===== src/rtl/dmem_access_ctrl_pkg.sv =====
// Shared types for the MEM-stage data-memory access controller.
// State encoding, bus widths, error codes and an alignment helper.
package dmem_access_ctrl_pkg;

    localparam int ADDR_W = 32;
    localparam int DATA_W = 32;

    typedef enum logic [1:0] {
        IDLE,
        WAIT,
        WRITE,
        DONE
    } state_e;

    typedef logic [1:0] err_code_t;

    localparam err_code_t ERR_NONE       = 2'd0;
    localparam err_code_t ERR_TIMEOUT    = 2'd1;
    localparam err_code_t ERR_MISALIGNED = 2'd2;

    function automatic logic is_aligned(input logic [1:0] lsb);
        return lsb == 2'b00;
    endfunction

endpackage


===== src/rtl/dmem_access_ctrl_if.sv =====
// Data-memory side bus: controller drives address/data/strobe,
// memory returns read data and a ready level.
interface dmem_access_ctrl_if;
    import dmem_access_ctrl_pkg::*;

    logic [ADDR_W-1:0] mem_addr;
    logic [DATA_W-1:0] mem_wdata;
    logic              mem_we;
    logic [DATA_W-1:0] mem_rdata;
    logic              mem_ready;

    modport master (
        output mem_addr,
        output mem_wdata,
        output mem_we,
        input  mem_rdata,
        input  mem_ready
    );

    modport slave (
        input  mem_addr,
        input  mem_wdata,
        input  mem_we,
        output mem_rdata,
        output mem_ready
    );

endinterface


===== src/rtl/dmem_access_ctrl_sat_counter.sv =====
// Up-counter that sticks at LIMIT instead of wrapping.
// Synchronous clear wins over enable.
module dmem_access_ctrl_sat_counter #(
    parameter int W     = 5,
    parameter int LIMIT = 16
) (
    input  logic         clk,
    input  logic         rst,
    input  logic         clr,
    input  logic         en,
    output logic [W-1:0] count
);

    logic [W-1:0] count_q;
    logic [W-1:0] count_d;

    always_comb begin
        count_d = count_q;
        if (clr) begin
            count_d = '0;
        end else if (en && (count_q != W'(LIMIT))) begin
            count_d = count_q + 1'b1;
        end
    end

    always_ff @(posedge clk or posedge rst) begin
        if (rst) begin
            count_q <= '0;
        end else begin
            count_q <= count_d;
        end
    end

    assign count = count_q;

endmodule


===== src/rtl/dmem_access_ctrl.sv =====
// MEM-stage initiator for the data-memory ready handshake.
// Holds address/data stable, waits for ready, stalls the pipeline.
module dmem_access_ctrl
    import dmem_access_ctrl_pkg::*;
#(
    parameter int SETTLE_CYCLES = 1,
    parameter int TIMEOUT       = 16
) (
    input  logic              clk,
    input  logic              rst,
    input  logic              req_read,
    input  logic              req_write,
    input  logic [ADDR_W-1:0] req_addr,
    input  logic [DATA_W-1:0] req_wdata,
    output logic              stall,
    output logic [DATA_W-1:0] rdata,
    output logic              err_timeout,
    output logic              err_misaligned,
    dmem_access_ctrl_if.master mem
);

    localparam int CNT_W = $clog2(TIMEOUT + 1);

    state_e            state_q, state_d;
    logic [ADDR_W-1:0] mem_addr_q, mem_addr_d;
    logic [DATA_W-1:0] mem_wdata_q, mem_wdata_d;
    logic              mem_we_q, mem_we_d;
    logic [DATA_W-1:0] rdata_q, rdata_d;
    logic              err_to_q, err_to_d;
    logic              err_mis_q, err_mis_d;
    logic              op_wr_q, op_wr_d;
    logic [CNT_W-1:0]  cnt;

    logic req_any;
    logic aligned;
    logic proceed;
    logic timed_out;

    assign req_any   = req_read | req_write;
    assign aligned   = is_aligned(req_addr[1:0]);
    // Ready is ignored until the stale level from the old address has settled.
    assign proceed   = (cnt >= CNT_W'(SETTLE_CYCLES)) && mem.mem_ready;
    assign timed_out = (cnt == CNT_W'(TIMEOUT)) && !proceed;

    dmem_access_ctrl_sat_counter #(
        .W     (CNT_W),
        .LIMIT (TIMEOUT)
    ) u_cnt (
        .clk   (clk),
        .rst   (rst),
        .clr   (state_q == IDLE),
        .en    (state_q == WAIT),
        .count (cnt)
    );

    always_ff @(posedge clk or posedge rst) begin
        if (rst) begin
            state_q     <= IDLE;
            mem_addr_q  <= '0;
            mem_wdata_q <= '0;
            mem_we_q    <= 1'b0;
            rdata_q     <= '0;
            err_to_q    <= 1'b0;
            err_mis_q   <= 1'b0;
            op_wr_q     <= 1'b0;
        end else begin
            state_q     <= state_d;
            mem_addr_q  <= mem_addr_d;
            mem_wdata_q <= mem_wdata_d;
            mem_we_q    <= mem_we_d;
            rdata_q     <= rdata_d;
            err_to_q    <= err_to_d;
            err_mis_q   <= err_mis_d;
            op_wr_q     <= op_wr_d;
        end
    end

    always_comb begin
        state_d = state_q;
        unique case (state_q)
            IDLE: begin
                if (req_any) begin
                    state_d = aligned ? WAIT : DONE;
                end
            end
            WAIT: begin
                if (proceed) begin
                    state_d = op_wr_q ? WRITE : DONE;
                end else if (timed_out) begin
                    state_d = DONE;
                end
            end
            WRITE:   state_d = DONE;
            DONE:    state_d = IDLE;
            default: state_d = IDLE;
        endcase
    end

    always_comb begin
        mem_addr_d  = mem_addr_q;
        mem_wdata_d = mem_wdata_q;
        mem_we_d    = 1'b0;
        rdata_d     = rdata_q;
        err_to_d    = err_to_q;
        err_mis_d   = err_mis_q;
        op_wr_d     = op_wr_q;
        unique case (state_q)
            IDLE: begin
                if (req_any && aligned) begin
                    mem_addr_d  = req_addr;
                    mem_wdata_d = req_wdata;
                    op_wr_d     = req_write;
                end else if (req_any) begin
                    err_mis_d = 1'b1;
                    rdata_d   = '0;
                end
            end
            WAIT: begin
                // Strobe is registered so it is high exactly in WRITE.
                if (proceed && op_wr_q) begin
                    mem_we_d = 1'b1;
                end else if (proceed) begin
                    rdata_d = mem.mem_rdata;
                end else if (timed_out) begin
                    err_to_d = 1'b1;
                    rdata_d  = '0;
                end
            end
            default: ;
        endcase
    end

    assign stall          = req_any && (state_q != DONE);
    assign rdata          = rdata_q;
    assign err_timeout    = err_to_q;
    assign err_misaligned = err_mis_q;
    assign mem.mem_addr   = mem_addr_q;
    assign mem.mem_wdata  = mem_wdata_q;
    assign mem.mem_we     = mem_we_q;

endmodule


===== src/flat_wrapper.sv =====
// flat-port wrapper written by rule: the top's interface ports become plain ports
module dmem_access_ctrl_flat import dmem_access_ctrl_pkg::*;
#(
    parameter int SETTLE_CYCLES = 1,
    parameter int TIMEOUT       = 16
)
  (clk, rst, req_read, req_write, req_addr, req_wdata, stall, rdata, err_timeout, err_misaligned, mem_mem_addr, mem_mem_wdata, mem_mem_we, mem_mem_rdata, mem_mem_ready);
  dmem_access_ctrl_if mem_i ();
  input  logic clk;
  input  logic rst;
  input  logic req_read;
  input  logic req_write;
  input  logic [ADDR_W-1:0] req_addr;
  input  logic [DATA_W-1:0] req_wdata;
  output logic stall;
  output logic [DATA_W-1:0] rdata;
  output logic err_timeout;
  output logic err_misaligned;
  output wire logic [$bits(mem_i.mem_addr)-1:0] mem_mem_addr;
  output wire logic [$bits(mem_i.mem_wdata)-1:0] mem_mem_wdata;
  output wire logic [$bits(mem_i.mem_we)-1:0] mem_mem_we;
  input wire logic [$bits(mem_i.mem_rdata)-1:0] mem_mem_rdata;
  input wire logic [$bits(mem_i.mem_ready)-1:0] mem_mem_ready;
  assign mem_mem_addr = mem_i.mem_addr;
  assign mem_mem_wdata = mem_i.mem_wdata;
  assign mem_mem_we = mem_i.mem_we;
  assign mem_i.mem_rdata = mem_mem_rdata;
  assign mem_i.mem_ready = mem_mem_ready;
  dmem_access_ctrl #(.SETTLE_CYCLES(SETTLE_CYCLES), .TIMEOUT(TIMEOUT)) u_core (.clk(clk), .rst(rst), .req_read(req_read), .req_write(req_write), .req_addr(req_addr), .req_wdata(req_wdata), .stall(stall), .rdata(rdata), .err_timeout(err_timeout), .err_misaligned(err_misaligned), .mem(mem_i));
endmodule

===== config.mk =====
export PLATFORM = sky130hd
export DESIGN_NAME = dmem_access_ctrl_flat
export DESIGN_NICKNAME = d
export VERILOG_FILES = /design/src/rtl/dmem_access_ctrl_pkg.sv /design/src/rtl/dmem_access_ctrl_if.sv /design/src/rtl/dmem_access_ctrl_sat_counter.sv /design/src/rtl/dmem_access_ctrl.sv /design/src/flat_wrapper.sv
export SDC_FILE = /design/constraint.sdc
export NUM_CORES = 1
export LEC_CHECK = 0
export CAP_MARGIN = 15
export CORE_ASPECT_RATIO = 1.2
export CORE_UTILIZATION = 44
export DETAILED_ROUTE_END_ITERATION = 10
export PLACE_DENSITY = 0.86
export SYNTH_ARGS = -nofsm -noshare
export SYNTH_HDL_FRONTEND = slang
export SYNTH_SLANG_ARGS = --single-unit

===== constraint.sdc =====
create_clock -name clk -period 5.5 [get_ports clk]
set_input_delay 1.375 -clock clk [delete_from_list [all_inputs] [get_ports clk]]
set_output_delay 1.375 -clock clk [all_outputs]
set_load 0.05 [all_outputs]

==> metrics.txt, run 1 <==
DR WL/cell 16.9 um; post-synthesis cell area about 4200 um^2; commonest cells in the netlist 107 x dfrtp_1, 59 x mux2_2, 32 x a22o_1; Post-Synthesis Cells 274; Initial Utilization 0.458; Initial DRT Pass Iterations 5; CP delay by family, top buffers and inverters; worst path required time 4.12 ns; die width 91.3 um; WL met1 between 4000 and 5000 um; Post-DP Area 6270 um^2; Mapped Avg Cell Area about 15 um^2; TritonCTS clock tree done; Total GRT Usage 0.208; DP Wirelength 7540 um; insertion delay to the later sink of the worst-skew pair 0.37 ns; Fin Clk Skew just under 0.007 ns; metal2 WL 5160 um; final std cells w/o fill 598; Worst EP arrival between 2 and 3 ns; RSZ-0062 raised after global routing no; yosys warns 0; ANT cells 0; Cell variety after synth 34; outcome complete, no violations; highest metal used met4; first-pass GRT wire length 16000 um; Synth async-reset ratio 1.00; largest net degree at the start of global routing 77; Yosys reg bits 107; EDFF count, synth 0; crit path buf inv count 2; initial antenna violation count 0; number of global-route vias before repair 3159; DRC violations left 0; Port Buffers 200; Tightest Pin Transition 0.908 ns; initial drt markers 82; number of setup buffers added after CTS 0; area grow syn2layout 54.6%; count leader, synth dfrtp_1; CORE AREA 9180 um^2; Slew HR 0.395; CP Launch Type input port; Inst Count DP between 500 and 600; CTS resizes 0; num rows 38; grt total ovfl 0; Leak around 2.8 nW; via count 3012; RD Place Congestion 0.827; Finished Cell Area around 6500 um^2; CTS clk-pin slew, worst paths 0.09 ns; setup TNS 0 ns; Post-DRT Antenna Nets 0; layout cell share with drive strength beyond 1 0.176; setup violators final 0; wire length on met3 626 um; Max IR drop VDD 341 uV; delay of the slowest critical-path stage 0.82 ns; Synth area leaders dfrtp_1 64%, mux2_2 16%, a22o_1 6.7%; area leader, netlist dfrtp_1; f_max 236 MHz; Seq/Total Area, Yosys 0.637; CP max stage cell clkdlybuf4s50_1; full die area approximately 10000 um^2; Setup CP Type in2out; fin crit period 4.24 ns; CTS root buf clkbuf_8; Final Hold Vio Count 0; max-cap violations 0; PD cells 674 nW/um^2; hold buffer count at CTS 0; total CTS buffers 9; ys flop type dfrtp_1; Tightest Hold Check Type reg2reg; Die H about 110 um; Vias/cell 5.04; clock buffer depth 2; H-Tree Depth 3; endpoint class of the critical path output port; Post-Syn Nets 381; final wirelength slightly above 10000 um; Final Max Slew Viols 0; Final period util 0.771; cells along the critical path clkdlybuf4s50_1 -> nor2_1 -> nor2_1 -> clkdlybuf4s50_1; Nets a little under 600; worst-path maximum fanout 3; Clock Sinks around 110; Ports roughly 200; top cell type's share of synthesized area 0.637
-- cell usage in the layout (no fill, tap or decap), drive strengths merged, types with 4 or more instances in the layout --
cell and instances:
nor2 10, clkbuf 12, dfrtp 107, ha 6
a22o 32, o21ai 4, clkdlybuf4s50 200, mux2 63
inv 7
-- per-stage QoR --
stage	setup WS [ns]	util	power, W	hold WS, ns
final	1.26	0.709	0.00438	0.474
after global routing	1.19	0.709	0.00458	0.482
after CTS	1.25	0.709	0.00442	0.478
after detailed placement	1.25	0.684	0.00388	0.448
after global placement	1.24	0.684	0.00381	0.461
after floorplan	1.31	-	0.00302	0.508
-- report_power, final --
| part | internal, W | switching, W | leakage [nW] | total (W) |
|---|---|---|---|---|
| clock | 0.000281 | 0.000252 | 0.113 | 0.000533 |
| sequential | 0.00113 | 0.000193 | 1.36 | 0.00132 |
| combinational | 0.000924 | 0.00161 | 1.31 | 0.00253 |
| total | 0.00233 | 0.00205 | 2.78 | 0.00438 |
-- cells by family after synthesis --
| logic type | Yosys count | share of synthesized area |
|---|---|---|
| buf+inv | 22 | 0.0354 |
| xor+xnor | 4 | 0.00833 |
| flops | 107 | 0.637 |
| simple gates | 23 | 0.0300 |
| compound gates | 49 | 0.103 |
| fa+ha+maj | 6 | 0.0178 |
| mux | 63 | 0.169 |
-- worst reg2reg max path: cells and delay by family (launching register included) --
family | cells | cell delay (ns)
AO/OA/AOI/OAI | 1 | 0.25
adder cells (fa/ha/maj) | 1 | 0.45
buffers and inverters | 2 | 0.77
flip-flops | 1 | 0.42
multiplexers | 1 | 0.48
AND/OR/NAND/NOR | 1 | 0.26
-- flip-flops by register name, summed over array words and instances, names as in the netlist --
name	count
u_core.err_misaligned	1
u_core.u_cnt.count	5
u_core.mem.mem_wdata	32
u_core.err_timeout	1
u_core.mem.mem_addr	32
u_core.mem.mem_we	1
u_core.op_wr_q	1
u_core.rdata	32
u_core.state_q	2
-- layer usage --
layer | track usage | vias to the layer above
li1 | - | 1386
met1 | 0.247 | 1453
met2 | 0.361 | 145
met3 | 0.0516 | 28
met4 | 0.0884 | 0
met5 | 0 | -
-- worst paths after layout --
| check | start | end | slack (ns) | cells after the start |
|---|---|---|---|---|
| hold reg to reg | u_core.err_timeout$_DFFE_PP0P_ | u_core.err_timeout$_DFFE_PP0P_ | 0.47 | 1 |
| min in group asynchronous | rst | u_core.mem.mem_addr[0]$_DFFE_PP0P_ | 1.60 | 2 |
| setup / recovery | req_write | stall | 1.26 | 4 |
| max in group asynchronous | rst | u_core.mem.mem_addr[17]$_DFFE_PP0P_ | 2.96 | 3 |
| setup reg to reg | u_core.state_q[1]$_DFFE_PP0P_ | u_core.mem.mem_addr[20]$_DFFE_PP0P_ | 2.75 | 6 |
| hold / removal | u_core.err_timeout$_DFFE_PP0P_ | u_core.err_timeout$_DFFE_PP0P_ | 0.47 | 1 |
-- cell type report --
cell class | instances | area [um^2]
inverter | 7 | 28.8
multi-input combinational | 145 | 1390
fill | 633 | 2670
clock inverter | 4 | 72.6
clock buffer | 12 | 155
sequential | 107 | 2680
timing repair buffer | 203 | 2020
tap | 120 | 150
No activity file was read; power rests on OpenSTA's default activity.
==> inputs of run 2 (changes only) <==
Settings changed: CORE_UTILIZATION 44 to 37, PLACE_DENSITY 0.86 to 0.77.
Clock period 5.5 ns to 3.85 ns, I/O delays scaled along.
==> run 2 against run 1 <==
  * Non-clock buffer count is the same
  * Cell area grew 2.2%
  * Routed wire length shrank 1.4%
  * Combinational power grew 42%
  * Critical path depth is the same
  * Via count grew 1.9%
  * Final cell count grew 2.0%
  * First-iteration DRC count grew 16%
  * Die area grew 19%
  * Flip-flop and latch count is the same
==> metrics.txt, run 2 (synthesized netlist as in run 1, its figures left out) <==
P_int 0.00353 W; CTS resizes 0; met1 usage 0.207; num rows 42; Worst EP arrival between 2 and 2.5 ns; Final Max Slew Viols 0; Finished Cell Area 6650 um^2; Nets a little under 600; Post-DP Area 6310 um^2; Worst Hold End u_core.err_misaligned$_DFFE_PP0P_; layout cell share with drive strength beyond 1 0.178; Final period util 0.884; Vias/cell 5.03; Fin Clk Skew 0.00956 ns; Max IR drop VDD roughly 430 uV; cells along the critical path clkdlybuf4s50_1 -> nor2_1 -> nor2_1 -> clkdlybuf4s50_1; Tightest Hold Check Type reg2reg; Die H 119 um; Reg2Reg Depth 6; CP Launch Type input port; full die area 11800 um^2; f_max 294 MHz; grt met2 use 0.296; Clock Sinks 107; Inst Count DP 594; setup ws final 0.447 ns; fin crit period 3.40 ns; insertion delay to the later sink of the worst-skew pair 0.34 ns; Initial DRT Pass Iterations 5; DP Worst Slack 0.460 ns; commonest non-fill, non-tap cell in the layout clkdlybuf4s50_1; number of setup buffers added after CTS 0; CP delay by family, top buffers and inverters; R2R Path End u_core.mem.mem_addr[26]$_DFFE_PP0P_; final wirelength ~10000 um; CP max stage cell clkdlybuf4s50_1; Clk pwr share 0.155; DR WL/cell 16.3 um; total power between 0.006 and 0.007 W; area grow syn2layout 58.0%; Leak 2.84 nW; max-cap violations 0; Ports 201; Final Hold Vio Count 0; TritonCTS clock tree done; R2R Path Start u_core.state_q[0]$_DFFE_PP0P_; outcome complete, no violations; NetSw 0.00295 W; first-pass GRT wire length 15800 um; M3 GR Usage 0.0402; Top Usage Layer GRT met2; number of global-route vias before repair 3130; total CTS buffers 9; worst path required time 2.89 ns; r2r setup slk between 1 and 1.5 ns; Net Sw Frac 0.456; via count 3070; largest net degree at the start of global routing 65; setup TNS 0 ns; grt total ovfl 0; Slew HR 0.543; Tightest Pin Transition 0.686 ns; Port Buffers 200; crit path buf inv count 2; die width 99.3 um; HP Start u_core.err_misaligned$_DFFE_PP0P_; Initial Utilization 0.381; RD Place Congestion 0.767; DP Wirelength 7290 um; RSZ-0062 raised after global routing no; CTS clk-pin slew, worst paths 0.07 ns; ANT cells 0; Total GRT Usage 0.174; initial antenna violation count 0; Post-DRT Antenna Nets 0; final std cells w/o fill 610; Setup CP Type in2out; sequential share of power 0.290; setup violators final 0; CORE AREA 11000 um^2; initial drt markers 95; CTS root buf clkbuf_16; endpoint class of the critical path output port; PD cells 975 nW/um^2; commonest cells after routing, fill and taps aside 200 x clkdlybuf4s50_1, 107 x dfrtp_1, 59 x mux2_2; WHS Path Cells 1; delay of the slowest critical-path stage 0.80 ns; DRC violations left 0; H-Tree Depth 3; worst-path maximum fanout 3; hold buffer count at CTS 0; clock buffer depth 2; Gate power share 0.555
[run 2: changes by cell type in the layout (fill, tap and decap cells not counted)]
cell | before | now
buf_12 | 0 | 2
clkinv_4 | 0 | 1
clkbuf_1 | 1 | 0
clkbuf_8 | 11 | 1
clkbuf_16 | 0 | 9
clkinv_2 | 1 | 0
buf_4 | 3 | 1
inv_6 | 0 | 2
[run 2: layout make-up]
| cell class | count | area, um^2 |
|---|---|---|
| inverters | 7 | 28.8 |
| multi-input cells | 145 | 1390 |
| fillers | 935 | 4390 |
| clock inverters | 6 | 93.8 |
| repair buffers | 203 | 2050 |
| clock buffers | 10 | 239 |
| flip-flops and latches | 107 | 2680 |
| well taps | 132 | 165 |
[run 2: through the flow]
step                 util  hold slack [ns]
floorplan               -            0.508
global placement    0.572            0.461
detailed placement  0.572            0.479
CTS                 0.602            0.496
global route        0.602            0.518
finish              0.602            0.491
[run 2: worst max path at each step]
| stage | endpoint | slack [ns] | startpoint | cells after the start |
|---|---|---|---|---|
| after floorplan | u_core.err_misaligned$_DFFE_PP0P_ | 0.07 | rst | 1 |
| after global placement | stall | 0.47 | req_write | 4 |
| after detailed placement | stall | 0.46 | req_write | 4 |
| after CTS | stall | 0.45 | req_write | 4 |
| after global routing | stall | 0.41 | req_write | 4 |
| final | stall | 0.45 | req_write | 4 |
[run 2: worst register-to-register path, cell delays in order (launching register included)]
cell	delay, ns
dfrtp_1	0.40
inv_1	0.10
ha_1	0.44
o21ai_1	0.22
nor3_2	0.29
buf_12	0.34
mux2_2	0.43
[run 2: power by group through the flow]
stage	clock network, W	logic (W)	registers, W
floorplan	0	0.000812	0.00350
global placement	0	0.00358	0.00187
detailed placement	0	0.00362	0.00190
CTS	0.00103	0.00363	0.00189
global route	0.00108	0.00374	0.00195
finish	0.00100	0.00360	0.00188
[run 2: layer usage]
metal | wire length [um] | share of wire | up-vias
met2 | 5030 | 0.50 | 144
met3 | 665 | 0.067 | 21
li1 | - | - | 1389
met1 | 3980 | 0.40 | 1516
met5 | 0 | 0 | -
met4 | 291 | 0.029 | 0
